<file path="config.mk">
export PLATFORM = sky130hd
export DESIGN_NAME = load_writeback
export DESIGN_NICKNAME = d
export VERILOG_FILES = /design/src/rtl/load_writeback_pkg.sv /design/src/rtl/load_extract.sv /design/src/rtl/load_writeback.sv
export SDC_FILE = /design/constraint.sdc
export NUM_CORES = 1
export LEC_CHECK = 0
export ABC_AREA = 1
export CELL_PAD_IN_SITES_DETAIL_PLACEMENT = 1
export CELL_PAD_IN_SITES_GLOBAL_PLACEMENT = 2
export CORE_MARGIN = 5
export CORE_UTILIZATION = 26
export DETAILED_ROUTE_END_ITERATION = 7
export GPL_ROUTABILITY_DRIVEN = 0
export PLACE_DENSITY = 0.94
export SLEW_MARGIN = 20
export SYNTH_ARGS = -nofsm -noshare
export SYNTH_HDL_FRONTEND = slang
export SYNTH_SLANG_ARGS = --single-unit
</file>
<file path="constraint.sdc">
create_clock -name clk -period 2.4 [get_ports clk]
set_input_delay 0.48 -clock clk [delete_from_list [all_inputs] [get_ports clk]]
set_output_delay 0.48 -clock clk [all_outputs]
set_load 0.03 [all_outputs]
</file>
<file path="src/rtl/load_writeback_pkg.sv">
// Shared definitions for the load write-back stage: load-type encodings,
// FSM states and register-file address width.
package load_writeback_pkg;

  localparam int REG_AW = 5;

  localparam logic [2:0] F3_LB  = 3'b000;
  localparam logic [2:0] F3_LH  = 3'b001;
  localparam logic [2:0] F3_LW  = 3'b010;
  localparam logic [2:0] F3_LBU = 3'b100;
  localparam logic [2:0] F3_LHU = 3'b101;

  typedef enum logic [1:0] {
    IDLE     = 2'd0,
    WAIT_RSP = 2'd1,
    WRITE    = 2'd2
  } state_t;

endpackage

</file>
<file path="src/rtl/load_extract.sv">
// Byte/halfword/word lane extraction with sign or zero extension, plus an
// alignment/legality check for the given load type and address offset.
module load_extract
  import load_writeback_pkg::*;
(
  input  logic [31:0] data,
  input  logic [2:0]  funct3,
  input  logic [1:0]  addr_lo,
  output logic [31:0] result,
  output logic        align_ok
);

  logic [7:0]  byte_sel;
  logic [15:0] half_sel;

  assign byte_sel = data[{addr_lo, 3'b000} +: 8];
  assign half_sel = addr_lo[1] ? data[31:16] : data[15:0];

  always_comb begin
    result   = '0;
    align_ok = 1'b0;
    case (funct3)
      F3_LB: begin
        result   = {{24{byte_sel[7]}}, byte_sel};
        align_ok = 1'b1;
      end
      F3_LBU: begin
        result   = {24'b0, byte_sel};
        align_ok = 1'b1;
      end
      F3_LH: begin
        result   = {{16{half_sel[15]}}, half_sel};
        align_ok = ~addr_lo[0];
      end
      F3_LHU: begin
        result   = {16'b0, half_sel};
        align_ok = ~addr_lo[0];
      end
      F3_LW: begin
        result   = data;
        align_ok = (addr_lo == 2'b00);
      end
      default: begin
        result   = '0;
        align_ok = 1'b0;
      end
    endcase
  end

endmodule

</file>
<file path="src/rtl/load_writeback.sv">
// Load write-back stage: accepts a tagged load, waits for the memory
// response with a timeout, extends the data and pulses a register write.
module load_writeback
  import load_writeback_pkg::*;
#(
  parameter int TIMEOUT_CYCLES = 16,
  parameter int TMR_W          = 8
) (
  input  logic              clk,
  input  logic              reset,
  input  logic              req_valid,
  output logic              req_ready,
  input  logic [REG_AW-1:0] req_rd,
  input  logic [2:0]        req_funct3,
  input  logic [1:0]        req_addr_lo,
  input  logic              mem_rsp_valid,
  input  logic [31:0]       mem_rsp_data,
  output logic              reg_write,
  output logic [REG_AW-1:0] reg_waddr,
  output logic [31:0]       reg_wdata,
  output logic              busy,
  output logic              err_align,
  output logic              err_timeout
);

  localparam logic [TMR_W-1:0] TMR_LIMIT = TMR_W'(TIMEOUT_CYCLES - 1);

  state_t            state_reg, state_next;
  logic [REG_AW-1:0] rd_reg;
  logic [2:0]        funct3_reg;
  logic [1:0]        addr_lo_reg;
  logic [TMR_W-1:0]  timer_reg;

  logic        accept;
  logic        timer_done;
  logic [2:0]  ext_funct3;
  logic [1:0]  ext_addr_lo;
  logic [31:0] ext_result;
  logic        ext_align_ok;

  assign req_ready  = (state_reg == IDLE);
  assign accept     = req_valid && req_ready;
  assign timer_done = (timer_reg == TMR_LIMIT);

  // One extractor serves both uses: in IDLE it checks the incoming request,
  // while waiting it extracts from the response using the latched fields.
  assign ext_funct3  = (state_reg == IDLE) ? req_funct3  : funct3_reg;
  assign ext_addr_lo = (state_reg == IDLE) ? req_addr_lo : addr_lo_reg;

  load_extract u_extract (
    .data     (mem_rsp_data),
    .funct3   (ext_funct3),
    .addr_lo  (ext_addr_lo),
    .result   (ext_result),
    .align_ok (ext_align_ok)
  );

  always_comb begin
    state_next = state_reg;
    case (state_reg)
      IDLE:     if (accept && ext_align_ok) state_next = WAIT_RSP;
      WAIT_RSP: begin
        // A response in the same cycle as the timer limit takes priority.
        if (mem_rsp_valid)   state_next = WRITE;
        else if (timer_done) state_next = IDLE;
      end
      WRITE:    state_next = IDLE;
      default:  state_next = IDLE;
    endcase
  end

  always_ff @(posedge clk) begin
    if (reset) begin
      state_reg   <= IDLE;
      rd_reg      <= '0;
      funct3_reg  <= '0;
      addr_lo_reg <= '0;
      timer_reg   <= '0;
      reg_write   <= 1'b0;
      reg_waddr   <= '0;
      reg_wdata   <= '0;
      busy        <= 1'b0;
      err_align   <= 1'b0;
      err_timeout <= 1'b0;
    end else begin
      state_reg   <= state_next;
      busy        <= (state_next != IDLE);
      reg_write   <= 1'b0;
      err_align   <= 1'b0;
      err_timeout <= 1'b0;
      case (state_reg)
        IDLE: begin
          if (accept) begin
            rd_reg      <= req_rd;
            funct3_reg  <= req_funct3;
            addr_lo_reg <= req_addr_lo;
            timer_reg   <= '0;
            err_align   <= ~ext_align_ok;
          end
        end
        WAIT_RSP: begin
          timer_reg <= timer_reg + 1'b1;
          if (mem_rsp_valid) begin
            reg_write <= (rd_reg != '0);
            reg_waddr <= rd_reg;
            reg_wdata <= ext_result;
          end else if (timer_done) begin
            err_timeout <= 1'b1;
          end
        end
        default: ;
      endcase
    end
  end

endmodule

</file>
==> impl_metrics.json <==
{
  "outcome": "completed",
  "routed_wirelength_um": 11240,
  "grt_overflow": 0,
  "arrival_ns": 1.71,
  "setup_tns_ns": 0,
  "tritoncts": "built",
  "clkTransAtPathRegs_ns": 0.06,
  "drt_iter0_drc": 147,
  "synth_top_cell_area_share_pct": 38.70,
  "relSlewSlack_pct": 71.09,
  "hold_viol_final": 0,
  "area_delta_synth_final_pct": 43.58,
  "clock.fmax_mhz": 456.3,
  "postCtsSetupRepairBufs": 0,
  "clock-skew-final_ns": 0.005668,
  "maxCapViolations": 0,
  "postRouteAntennaNets": 0,
  "hold_buffers": 0,
  "syn_inst": 507,
  "clock_latency_ns": 0.33,
  "slew_viol_final": 0,
  "required_ns": 1.92,
  "cts_buffers": 9,
  "finalCritPeriodShare_pct": 91.31,
  "setup_viol": 0,
  "port_buffers": 87,
  "critPathCaptureType": "primary output",
  "firstDrtPassIters": 4,
  "die_w_um": 120.2,
  "cts.repair.resized": 0,
  "vias": 3544,
  "grt_usage_pct": 16.13,
  "p_leak_nw": 1.985,
  "grt_max_degree": 29,
  "crit_slowest_cell": "clkdlybuf4s50_1",
  "synth_area_leaders": "dfxtp_1 (39%), nand2_1 (16%), nor2_1 (12%)",
  "path_class": "register to primary output",
  "power.density_nw_per_um2": 663.0,
  "antenna_cells": 0,
  "yosysWarnings": 0,
  "cpLargestDelayFamily": "buffers and inverters",
  "critPathLaunchType": "register",
  "grt_pass1_vias": 3827,
  "ys_ff_latch": 61,
  "largest_register_ffs": 32,
  "clock-sinks": 61,
  "period_needed_ns": 2.191,
  "drive_gt1_share_pct": 8.292,
  "initial_core_util_pct": 26.38,
  "antenna_found_initial": 0,
  "synth.distinct_cells": 26,
  "hpwl_um": 8679,
  "detail_route.wl_per_cell_um": 14.98,
  "cts_max_level": 3,
  "critPathMaxStageDelay_ns": 0.74,
  "ios": 88,
  "rsz0062_at_grt": "false",
  "coreArea_um2": 11960,
  "fillCellCount": 1530,
  "via_per_inst": 4.725,
  "hold_class": "register to register",
  "vdd_drop_max_mv": 0.3265,
  "drc": 0,
  "netlist_area_um2": 3156,
  "utilization_pct": 37.88,
  "die_area_um2": 14440,
  "cp_cell_sequence": "nor2_4 -> clkdlybuf4s50_1",
  "final_cell_count_no_fill": 750,
  "synth_top_area_cell": "dfxtp_1",
  "avgSynthCellArea_um2": 6.224,
  "critical_path_buf_inv_count": 1,
  "ys_seq_area_share_pct": 38.70,
  "dp_cells": 734,
  "clockBufferDepth": 2,
  "grt_pass1_wl_um": 18690,
  "multiInputGateArea_um2": 1657,
  "dieHeight_um": 120.2,
  "seq_area_um2": 1221,
  "cp_max_fo": 10,
  "syn_nets": 554,
  "num_rows": 40,
  "root_buffer": "clkbuf_16",
  "nets": 645,
  "worstMarginPinSlew_ns": 0.4331
}
[layout by cell type, fill, tap and decap left out]
| master | n |
|---|---|
| a221oi_1 | 2 |
| ha_1 | 1 |
| clkbuf_16 | 9 |
| clkinvlp_4 | 2 |
| nor2_2 | 2 |
| o21ai_1 | 1 |
| clkinv_2 | 2 |
| clkinv_4 | 2 |
| o21ai_2 | 2 |
| inv_2 | 4 |
| nor2_1 | 103 |
| nand2_1 | 135 |
| clkdlybuf4s50_1 | 87 |
| nand3_1 | 29 |
| nor3_1 | 10 |
| nand4_1 | 1 |
| a21oi_1 | 42 |
| a211oi_1 | 1 |
| inv_1 | 45 |
| buf_4 | 13 |
| nand2_2 | 6 |
| nor4_1 | 2 |
| buf_12 | 2 |
| nand3_2 | 2 |
| inv_6 | 1 |
| nand2_4 | 1 |
| dfxtp_1 | 61 |
| nor2_4 | 2 |
| a31oi_1 | 8 |
| o21ai_0 | 25 |
[synth_stat cells (all sizes together)]
cell and n:
a211oi 1, a21oi 42, a221oi 2, a31oi 8
buf 11, clkbuf 11, dfxtp 61, ha 1
inv 49, nand2 142, nand3 31, nand4 1
nor2 107, nor3 10, nor4 2, o21ai 28
[power by group]
part | internal, mW | switching [mW] | total (mW) | leakage (nW)
registers | 1.06 | 0.0310 | 1.09 | 0.495
clock network | 0.701 | 0.504 | 1.20 | 0.132
logic | 0.271 | 0.437 | 0.709 | 1.36
total | 2.03 | 0.972 | 3.00 | 1.98
[worst reg2reg max path, stage by stage, from the launching register on]
cell and delay, ns:
dfxtp_1 0.37, nor2_4 0.27, nand2_1 0.11, nand2_2 0.12, nand2_2 0.07, a21oi_1 0.26
nand2_1 0.18, buf_12 0.19, nand2_1 0.09, nand2_1 0.05, a21oi_1 0.12
[final timing paths]
check | from | end | slack (ns) | depth (start not counted)
setup reg to reg | state_reg[1] | reg_wdata[9] | 0.51 | 10
setup / recovery | state_reg[1] | req_ready | 0.21 | 2
hold / removal | reg_wdata[10] | reg_wdata[10] | 0.47 | 2
hold reg to reg | reg_wdata[10] | reg_wdata[10] | 0.47 | 2
[layer usage]
metal  up-vias  track usage, %  share of wire [%]
met2        82           27.82                 48
met5         -               0                  0
met4         0           7.874                3.1
met3        26           3.346                4.5
met1      1647           18.94                 44
li1       1789               -                  -
[stage by stage]
stage / hold slack [ns] / power (mW) / instance area, um2 / setup slack (ns)
3_5_place_dp: 0.4642 / 1.824 / 4254 / 0.1801
3_3_place_gp: 0.4577 / 1.802 / 4254 / 0.2663
5_1_grt: 0.4934 / 3.161 / 4531 / 0.1278
4_1_cts: 0.4704 / 3.038 / 4531 / 0.2097
6_report: 0.4667 / 3.004 / 4531 / 0.2086
2_1_floorplan: 0.4437 / 1.533 / 3156 / 0.7272
[cells by family (layout without fill, tap and decap cells)]
kind of cell    after synthesis  count (layout)  synth area share, %
compound gates               81              81                13.72
flops                        61              61                38.70
simple gates                293             293                38.30
buf+inv                      71             167                8.882
fa+ha+maj                     1               1               0.3964
[layout make-up]
cell class	instances	share of cell area (%)
Multi-Input combinational cell	375	36.56
Sequential cell	61	26.95
Timing Repair Buffer	102	22.26
Clock buffer	9	4.971
Inverter	49	4.060
Tap cell	147	4.060
Clock inverter	7	1.132
(Power assumes the default switching activity.)
